File: src/rtl/fir_pkg.sv
// Shared constants for the FIR output chain: sample width, decimation factor and
// accumulator sizing, used by fir_decim_out and the fir_filter integration.
package fir_pkg;

  localparam int FIR_DATA_WIDTH = 8;
  localparam int FIR_DECIM      = 4;
  localparam int FIR_LOG2_DECIM = 2;
  localparam int FIR_FIFO_DEPTH = 4;
  localparam int FIR_FILL_W     = 3;

  // A boxcar sum of 2^l2 samples of dw bits never needs more than dw+l2 bits.
  function automatic int fir_acc_w(input int dw, input int l2);
    return dw + l2;
  endfunction

  localparam int FIR_ACC_W = fir_acc_w(FIR_DATA_WIDTH, FIR_LOG2_DECIM);

endpackage

File: src/rtl/fir_sync_fifo.sv
// Parameterised show-ahead FIFO: rdata always presents the head entry; a push
// into a full FIFO is accepted only when a pop frees a slot on the same edge.
module fir_sync_fifo #(
  parameter int WIDTH  = 8,
  parameter int DEPTH  = 4,
  parameter int FILL_W = 3
) (
  input  logic              clk,
  input  logic              rst,
  input  logic              push,
  input  logic              pop,
  input  logic [WIDTH-1:0]  wdata,
  output logic [WIDTH-1:0]  rdata,
  output logic              full,
  output logic              empty,
  output logic [FILL_W-1:0] fill
);

  localparam int PTR_W = (DEPTH > 1) ? $clog2(DEPTH) : 1;

  logic [WIDTH-1:0]  mem_q [DEPTH];
  logic [PTR_W-1:0]  rd_ptr_q, wr_ptr_q;
  logic [FILL_W-1:0] fill_q, fill_d;
  logic              do_pop, do_push;

  assign empty   = (fill_q == '0);
  assign full    = (fill_q == FILL_W'(DEPTH));
  assign do_pop  = pop && !empty;
  assign do_push = push && (!full || do_pop);

  // Storage carries no reset; the head is masked downstream while empty.
  always_ff @(posedge clk) begin
    if (do_push) mem_q[wr_ptr_q] <= wdata;
  end

  always_comb begin
    fill_d = fill_q;
    if (do_push && !do_pop) fill_d = fill_q + FILL_W'(1);
    if (do_pop && !do_push) fill_d = fill_q - FILL_W'(1);
  end

  always_ff @(posedge clk or negedge rst) begin
    if (!rst) begin
      rd_ptr_q <= '0;
      wr_ptr_q <= '0;
      fill_q   <= '0;
    end else begin
      if (do_pop)  rd_ptr_q <= rd_ptr_q + PTR_W'(1);
      if (do_push) wr_ptr_q <= wr_ptr_q + PTR_W'(1);
      fill_q <= fill_d;
    end
  end

  assign rdata = mem_q[rd_ptr_q];
  assign fill  = fill_q;

endmodule

File: src/rtl/fir_decim_out.sv
// Accumulate-and-dump decimator feeding a show-ahead output FIFO with valid/ready.
// Define FIR_DECIM_ROUND_EN to round half up instead of truncating the average.
module fir_decim_out
  import fir_pkg::*;
#(
  parameter int DATA_WIDTH = FIR_DATA_WIDTH,
  parameter int DECIM      = FIR_DECIM,
  parameter int LOG2_DECIM = FIR_LOG2_DECIM,
  parameter int FIFO_DEPTH = FIR_FIFO_DEPTH,
  parameter int FILL_W     = FIR_FILL_W
) (
  input  logic                  clk,
  input  logic                  rst,
  input  logic [DATA_WIDTH-1:0] x_in,
  input  logic                  in_valid,
  output logic [DATA_WIDTH-1:0] y_out,
  output logic                  y_valid,
  input  logic                  y_ready,
  output logic                  overflow,
  output logic [FILL_W-1:0]     fill
);

  localparam int ACC_W = fir_acc_w(DATA_WIDTH, LOG2_DECIM);

  logic [ACC_W-1:0]      acc_q, acc_d;
  logic [LOG2_DECIM-1:0] phase_q, phase_d;
  logic                  overflow_q;
  logic [ACC_W-1:0]      sum;
  logic [DATA_WIDTH-1:0] result;
  logic [DATA_WIDTH-1:0] head;
  logic                  dump, pop, fifo_full, fifo_empty;

  assign sum  = acc_q + ACC_W'(x_in);
  assign dump = in_valid && (phase_q == LOG2_DECIM'(DECIM - 1));
  assign pop  = y_valid && y_ready;

`ifdef FIR_DECIM_ROUND_EN
  logic [ACC_W:0]        sum_rnd;
  logic [DATA_WIDTH:0]   res_wide;
  assign sum_rnd  = {1'b0, sum} + (ACC_W + 1)'(2 ** (LOG2_DECIM - 1));
  assign res_wide = (DATA_WIDTH + 1)'(sum_rnd >> LOG2_DECIM);
  assign result   = res_wide[DATA_WIDTH] ? '1 : res_wide[DATA_WIDTH-1:0];
`else
  assign result = DATA_WIDTH'(sum >> LOG2_DECIM);
`endif

  // Phase wraps naturally because DECIM is a power of two.
  always_comb begin
    acc_d   = acc_q;
    phase_d = phase_q;
    if (in_valid) begin
      phase_d = phase_q + LOG2_DECIM'(1);
      acc_d   = dump ? '0 : sum;
    end
  end

  always_ff @(posedge clk or negedge rst) begin
    if (!rst) begin
      acc_q      <= '0;
      phase_q    <= '0;
      overflow_q <= 1'b0;
    end else begin
      acc_q   <= acc_d;
      phase_q <= phase_d;
      if (dump && fifo_full && !pop) overflow_q <= 1'b1;
    end
  end

  fir_sync_fifo #(
    .WIDTH  (DATA_WIDTH),
    .DEPTH  (FIFO_DEPTH),
    .FILL_W (FILL_W)
  ) u_fifo (
    .clk   (clk),
    .rst   (rst),
    .push  (dump),
    .pop   (pop),
    .wdata (result),
    .rdata (head),
    .full  (fifo_full),
    .empty (fifo_empty),
    .fill  (fill)
  );

  assign y_valid  = !fifo_empty;
  assign y_out    = y_valid ? head : '0;
  assign overflow = overflow_q;

endmodule

File: config.mk
export PLATFORM = sky130hd
export DESIGN_NAME = fir_decim_out
export DESIGN_NICKNAME = d
export VERILOG_FILES = /design/src/rtl/fir_pkg.sv /design/src/rtl/fir_sync_fifo.sv /design/src/rtl/fir_decim_out.sv
export SDC_FILE = /design/constraint.sdc
export NUM_CORES = 1
export LEC_CHECK = 0
export ABC_CLOCK_PERIOD_IN_PS = 5000
export BUFFER_PORTS_ARGS = -buffer_cell sky130_fd_sc_hd__buf_2
export CAP_MARGIN = 20
export CORE_MARGIN = 8
export CORE_UTILIZATION = 50
export CTS_BUF_LIST = sky130_fd_sc_hd__clkbuf_4
export DETAILED_ROUTE_END_ITERATION = 7
export GPL_TIMING_DRIVEN = 0
export PLACE_DENSITY = 0.69
export SLEW_MARGIN = 20
export SYNTH_ARGS = -nofsm -noshare
export SYNTH_HDL_FRONTEND = slang
export SYNTH_HIERARCHICAL = 1
export SYNTH_SLANG_ARGS = --single-unit
export TNS_END_PERCENT = 20
File: constraint.sdc
create_clock -name clk -period 5 [get_ports clk]
set_clock_uncertainty 0.2 [all_clocks]
set_input_delay 0 -clock clk [delete_from_list [all_inputs] [get_ports clk]]
set_output_delay 0 -clock clk [all_outputs]
set_load 0.1 [all_outputs]
# Word-level counts from Yosys, hierarchy flattened
# Memory sizes are Yosys's and may differ from the RTL's.
# Index checks and enable logic that the tools add are counted.
[word_totals]
word_cells = 37
register_bits = 20
ramBits = 32
inputBits = 12
memories = 1
out_inout_bits = 13
[classes]
n_eq_ne = 2
n_mux = 6
n_reduce_logical = 16
n_addsub = 6
[mem_list]
columns = ["name", "words", "word_bits", "read_ports", "rd_clocked_by_memory_dff", "write_ports", "line_no", "source"]
rows = [
  ["u_fifo.mem_q", 4, 8, 1, 0, 1, "fir_sync_fifo.sv:21", "logic [WIDTH-1:0] mem_q [DEPTH];"],
]
[ops]
columns = ["cell", "n"]
rows = [
  ["10-bit by 8-bit adder with 10-bit output", 1],
  ["10-bit two-way mux", 1],
  ["1-bit logical AND", 8],
  ["8-bit two-way mux", 1],
  ["2-bit by 1-bit adder with 2-bit output, second input constant", 3],
  ["3-bit two-way mux", 2],
  ["1-bit zero test", 5],
  ["3-bit by 1-bit adder with 3-bit output, second input constant", 1],
  ["3-bit equality test, second input constant", 1],
  ["3-bit zero test", 1],
  ["3-bit by 1-bit subtractor with 3-bit output, second input constant", 1],
  ["2-bit equality test, second input constant", 1],
  ["1-bit two-way mux", 2],
  ["2-bit nonzero test", 1],
  ["1-bit logical OR", 1],
]

# Logic depth before layout (Yosys ltp)
[depth]
depth_word = 9
mapped_depth = 10
depth_no_buf = 8

# Cells and area by module
# The synthesis kept the hierarchy.
[modules_own_cells]
columns = ["mod", "cells_per_inst", "area_each_um2", "seq_area_each_um2", "instances"]
rows = [
  ["fir_sync_fifo", 88, 1649.1, 1136.1, 1],
  ["fir_decim_out", 109, 1041.0, 325.3, 1],
]

# Worst setup path before layout
# Ideal clock, no wire load.
[synth_path]
kind = "register to register"
start = "register u_fifo.fill_q[0] (netlist: u_fifo/fill[0])"
end = "register u_fifo.fill_q[2] (netlist: u_fifo/fill[2])"
setup_slack_ns = 1.406
path_stages_with_launch = 9
t_arrival_ns = 3.229
period_less_slack_ns = 3.594
n_path_buf = 0
setup_ns = 0.166
required_ns = 4.634
cell_sequence = "dfrtp_1 -> nor3_1 -> nor2b_1 -> o31a_1 -> or2b_1 -> fa_1 -> nand2b_1 -> o32ai_2 -> xor2_1"
[synth_between]
elab_chain_len = 9
elab_cells_between_ends = 17
cone_classes = "2 x add/sub; 1 x eq/ne; 2 x mux; 12 x reduce/logical"
[synth_lines]
columns = ["element", "line_no", "source"]
rows = [
  ["from (decl)", "fir_sync_fifo.sv:23", "logic [FILL_W-1:0] fill_q, fill_d;"],
  ["from (signal assigned)", "fir_sync_fifo.sv:50", "fill_q <= fill_d;"],
  ["3-bit zero test *", "fir_sync_fifo.sv:26", "assign empty = (fill_q == '0);"],
  ["via fifo_empty", "fir_decim_out.sv:31", "logic dump, pop, fifo_full, fifo_empty;"],
  ["1-bit zero test *", "fir_decim_out.sv:85", "assign y_valid = !fifo_empty;"],
  ["1-bit logical AND *", "fir_decim_out.sv:35", "assign pop = y_valid && y_ready;"],
  ["via pop", "fir_decim_out.sv:31", ""],
  ["1-bit logical AND *", "fir_sync_fifo.sv:28", "assign do_pop = pop && !empty;"],
  ["1-bit logical OR", "fir_sync_fifo.sv:29", "assign do_push = push && (!full || do_pop);"],
  ["1-bit logical AND", "fir_sync_fifo.sv:29", ""],
  ["1-bit zero test", "fir_sync_fifo.sv:39", "if (do_pop && !do_push) fill_d = fill_q - FILL_W'(1);"],
  ["1-bit logical AND", "fir_sync_fifo.sv:39", ""],
  ["3-bit two-way mux or 2-bit nonzero test (tied branches)", "n/a", ""],
]
# The timed path passes the listed nets; every way through them passes the cells marked *. The select of a mux whose other input is x is not followed.
# A chain may end at the register's enable or synchronous reset.

# Worst setup path after layout
[layout_path]
start = "register u_fifo.fill_q[2] (netlist: u_fifo/fill[2])"
end = "register u_fifo.fill_q[2] (netlist: u_fifo/fill[2])"
# The elaborated chain is that of the path after synthesis.

==> metrics.csv <==
stage,metric,value,unit
setup_path,reg2reg setup slack,1.91,ns
clocking,CTS tree,done,
global_route,initial antenna violation count,0,
setup_path,CP Capture Type,flop,
floorplanning,initial core utilization,52.34,%
run,max_cap viols,0,
floorplanning,die span in y,89.35,um
global_route,grt met2 use,21.95,%
clocking,clk_lat worst skew,0.36,ns
placement,placed insts,290,
synthesis,leading area contributor after synthesis,edfxtp_1,
timing,worst slew pin tran,0.9796,ns
synthesis,Synth Flop Type,edfxtp_1,
setup_path,worst path required time,5.10,ns
timing,Tmin final,3.095,ns
global_route,global route hottest layer,met2,
synthesis,sequential-to-total area share from yosys stat,54.33,%
global_route,All-Layer GR Usage,13.08,%
floorplanning,Core Region,5140,um2
synthesis,Seq cells post-synth,52,
synthesis,Post-Synth XOR/XNOR Area,4.884,%
min_path,hold path depth,5,
timing,Final Hold Viols,0,
setup_path,Crit. Startpoint,u_fifo/fill[2]$_DFFE_PN0P_,
timing,Max Freq,323.1,MHz
timing,RSZ-0062 raised after global routing,no,
synthesis,"Warnings, synthesis",6,
timing,Slew Limit Fails,0,
detailed_routing,TritonRoute pass-1 iters,4,
synthesis,main area contributors after synthesis,"edfxtp_1 (36%), dfrtp_1 (19%), mux4_2 (6.7%), ha_1 (6.0%), xnor2_1 (2.6%)",
clocking,# resized after CTS,0,
floorplanning,Die X,89.35,um
synthesis,number of flops mapped to enable cells by yosys,32,
global_route,first-pass GRT wire length,7921,um
synthesis,simple-gate area share of the yosys netlist,10.88,%
global_route,grt ovf,0,
synthesis,Post-synth ARST share,38.46,%
global_route,met1 usage,16.08,%
global_route,maximum number of pins on one net before global-route repair,21,
setup_path,Crit Reg-Reg Endpoint,u_fifo/fill[2]$_DFFE_PN0P_,
setup_path,Register-to-Register Path Depth,8,
clocking,CTS H-tree lvls,2,
synthesis,largest family of logic cells by synthesized area,compound AO/OA/AOI/OAI gates,
final_layout,area delta synth->final,13.30,%
run_status,status,"complete, no violations",
synthesis,compound-cell area share of the yosys netlist,12.19,%
final_layout,# diodes,0,
detailed_routing,DR WL/cell,15.25,um
synthesis,post-synth top area share,35.72,%
final_layout,fin nets,261,
setup_path,Worst path top cell family by delay,simple AND/OR/NAND/NOR gates,
min_path,Hold Path End,acc_q[8]$_DFFE_PN0P_,
synthesis,mux share of post-synthesis cell area,7.535,%
synthesis,syn nets,224,
synthesis,Mapped Avg Cell Area,13.66,um2
clocking,clock sinks,52,
detailed_routing,DRC violations left,0,
setup_path,stages on the worst setup path,8,
detailed_routing,number of antenna-violating nets in the routed design,0,
clocking,CTS Root Cell,clkbuf_4,
detailed_routing,DR iter-0 viols,84,
setup_path,CP peak stage delay,0.57,ns
setup_path,"Buf+Inv Stages, Crit Path",0,
synthesis,number of library cell types mapped by synthesis,54,
placement,dpl hpwl,3289,um
detailed_routing,via count,1639,
timing,Max-Slew Margin vs Limit,34.48,%
global_route,vias in the first global route,1682,
synthesis,adder-cell share of the synthesized area,7.535,%
setup_path,Setup crit start kind,flop,
min_path,Hold Crit Start,x_in[7],
floorplanning,I/O pin total,25,
setup_path,crit path max-delay cell type,nor2b_1,
clocking,"Reg clk slew, reported paths",0.14,ns
synthesis,Syn Inst Count,197,
detailed_routing,"wirelength, routed",4652,um
floorplanning,# rows,26,
clocking,Max clock buf depth,2,
final_layout,layout cells sized above 1,22.55,%
final_layout,most frequent cells in the layout,"edfxtp_1 (32), buf_2 (26), dfrtp_1 (20)",
clocking,TritonCTS Buffers,5,
final_layout,Fillers,446,
placement,port buffer count,23,
final_layout,"most common cell after layout, fill and taps aside",edfxtp_1,
setup_path,Crit path arrival time,3.20,ns
clocking,Post-CTS Setup Bufs,0,
setup_path,kind of critical path,reg -> reg,
synthesis,Mapped Area,2690,um2
detailed_routing,post-DR vias/cell,5.374,
timing,setup violators final,0,
setup_path,Crit Path Max Fanout,11,
final_layout,Layout Cells excl Fill,305,
floorplanning,die area,7983,um2
clocking,# hold bufs at CTS,7,
min_path,Hold/Removal Path Class,in -> reg,
timing,final period utilization,61.90,%
setup_path,critical path cell sequence,"nor3_2, nor2b_1, o31a_1, or2b_1, fa_1, nand2b_1, o32ai_2, xor2_1",
setup_path,reg-to-reg startpoint,u_fifo/fill[2]$_DFFE_PN0P_,
global_route,met3 Usage GRT,2.482,%
placement,gpl congestion,0.8634,
timing,Final TNS setup,0,ns
-- per-stage QoR --
step | hold slack, ns | setup WS (ns) | util, % | area (um2)
after floorplan | -0.4956 | 1.406 | - | 2690
after global placement | -0.2206 | 1.483 | 56.28 | 2893
after detailed placement | -0.2099 | 1.959 | 56.38 | 2898
after CTS | 0.03773 | 1.893 | 59.30 | 3048
after global routing | 0.08165 | 1.677 | 59.30 | 3048
final | 0.04630 | 1.905 | 59.30 | 3048
-- kinds of logic (layout without fill, tap and decap cells) --
logic type,Yosys count,count (layout)
AO/OA/AOI/OAI,39,39
XOR/XNOR,15,15
adder cells (fa/ha/maj),15,15
buffers and inverters,18,56
flip-flops,52,52
multiplexers,10,10
AND/OR/NAND/NOR,48,48
-- worst max-delay path by stage --
| stage | slack [ns] | to |
|---|---|---|
| 2_1_floorplan | 1.41 | u_fifo/fill[2]$_DFFE_PN0P_ |
| 3_3_place_gp | 1.48 | u_fifo/fill[1]$_DFFE_PN0P_ |
| 3_5_place_dp | 1.96 | u_fifo/fill[2]$_DFFE_PN0P_ |
| 4_1_cts | 1.89 | u_fifo/fill[2]$_DFFE_PN0P_ |
| 5_1_grt | 1.68 | u_fifo/fill[2]$_DFFE_PN0P_ |
| 6_report | 1.91 | u_fifo/fill[2]$_DFFE_PN0P_ |
-- flip-flops by register name, summed over array words and instances, names as in the netlist --
name,flops
overflow,1
phase_q,2
acc_q,10
u_fifo/rd_ptr_q,2
u_fifo/mem_q,32
u_fifo/wr_ptr_q,2
u_fifo/fill,3
-- final cells by class --
| cell class | count | area (um2) | area share, % |
|---|---|---|---|
| plain buffers | 8 | 33.78 | 1.108 |
| clock buffers | 5 | 37.54 | 1.232 |
| clock inverters | 3 | 42.54 | 1.396 |
| inverters | 10 | 37.54 | 1.232 |
| multi-input cells | 127 | 1162 | 38.14 |
| flip-flops and latches | 52 | 1461 | 47.95 |
| well taps | 70 | 87.58 | 2.874 |
| repair buffers | 30 | 185.2 | 6.076 |
-- worst register-to-register path: stages (launching register included) --
cell and delay [ns]:
dfrtp_1 0.53, nor3_2 0.19, nor2b_1 0.58, o31a_1 0.34
or2b_1 0.26, fa_1 0.39, nand2b_1 0.17, o32ai_2 0.23
xor2_1 0.16
-- layer usage --
metal / vias up / wire (um)
met5: - / 0
met4: 0 / 47
met3: 5 / 187
met2: 27 / 2260
met1: 789 / 2157
li1: 818 / -
-- synth_stat cells (4+ instances only) --
master / number
edfxtp_1: 32
dfrtp_1: 20
ha_1: 13
inv_1: 10
nand2_1: 10
nor2b_1: 10
mux4_2: 8
xnor2_1: 8
xor2_1: 7
a21oi_1: 5
and2_1: 5
nand3_1: 5
clkbuf_1: 4
Power is not shown: default switching activity piles up to over one toggle a cycle in this logic, so the estimate is an artifact.
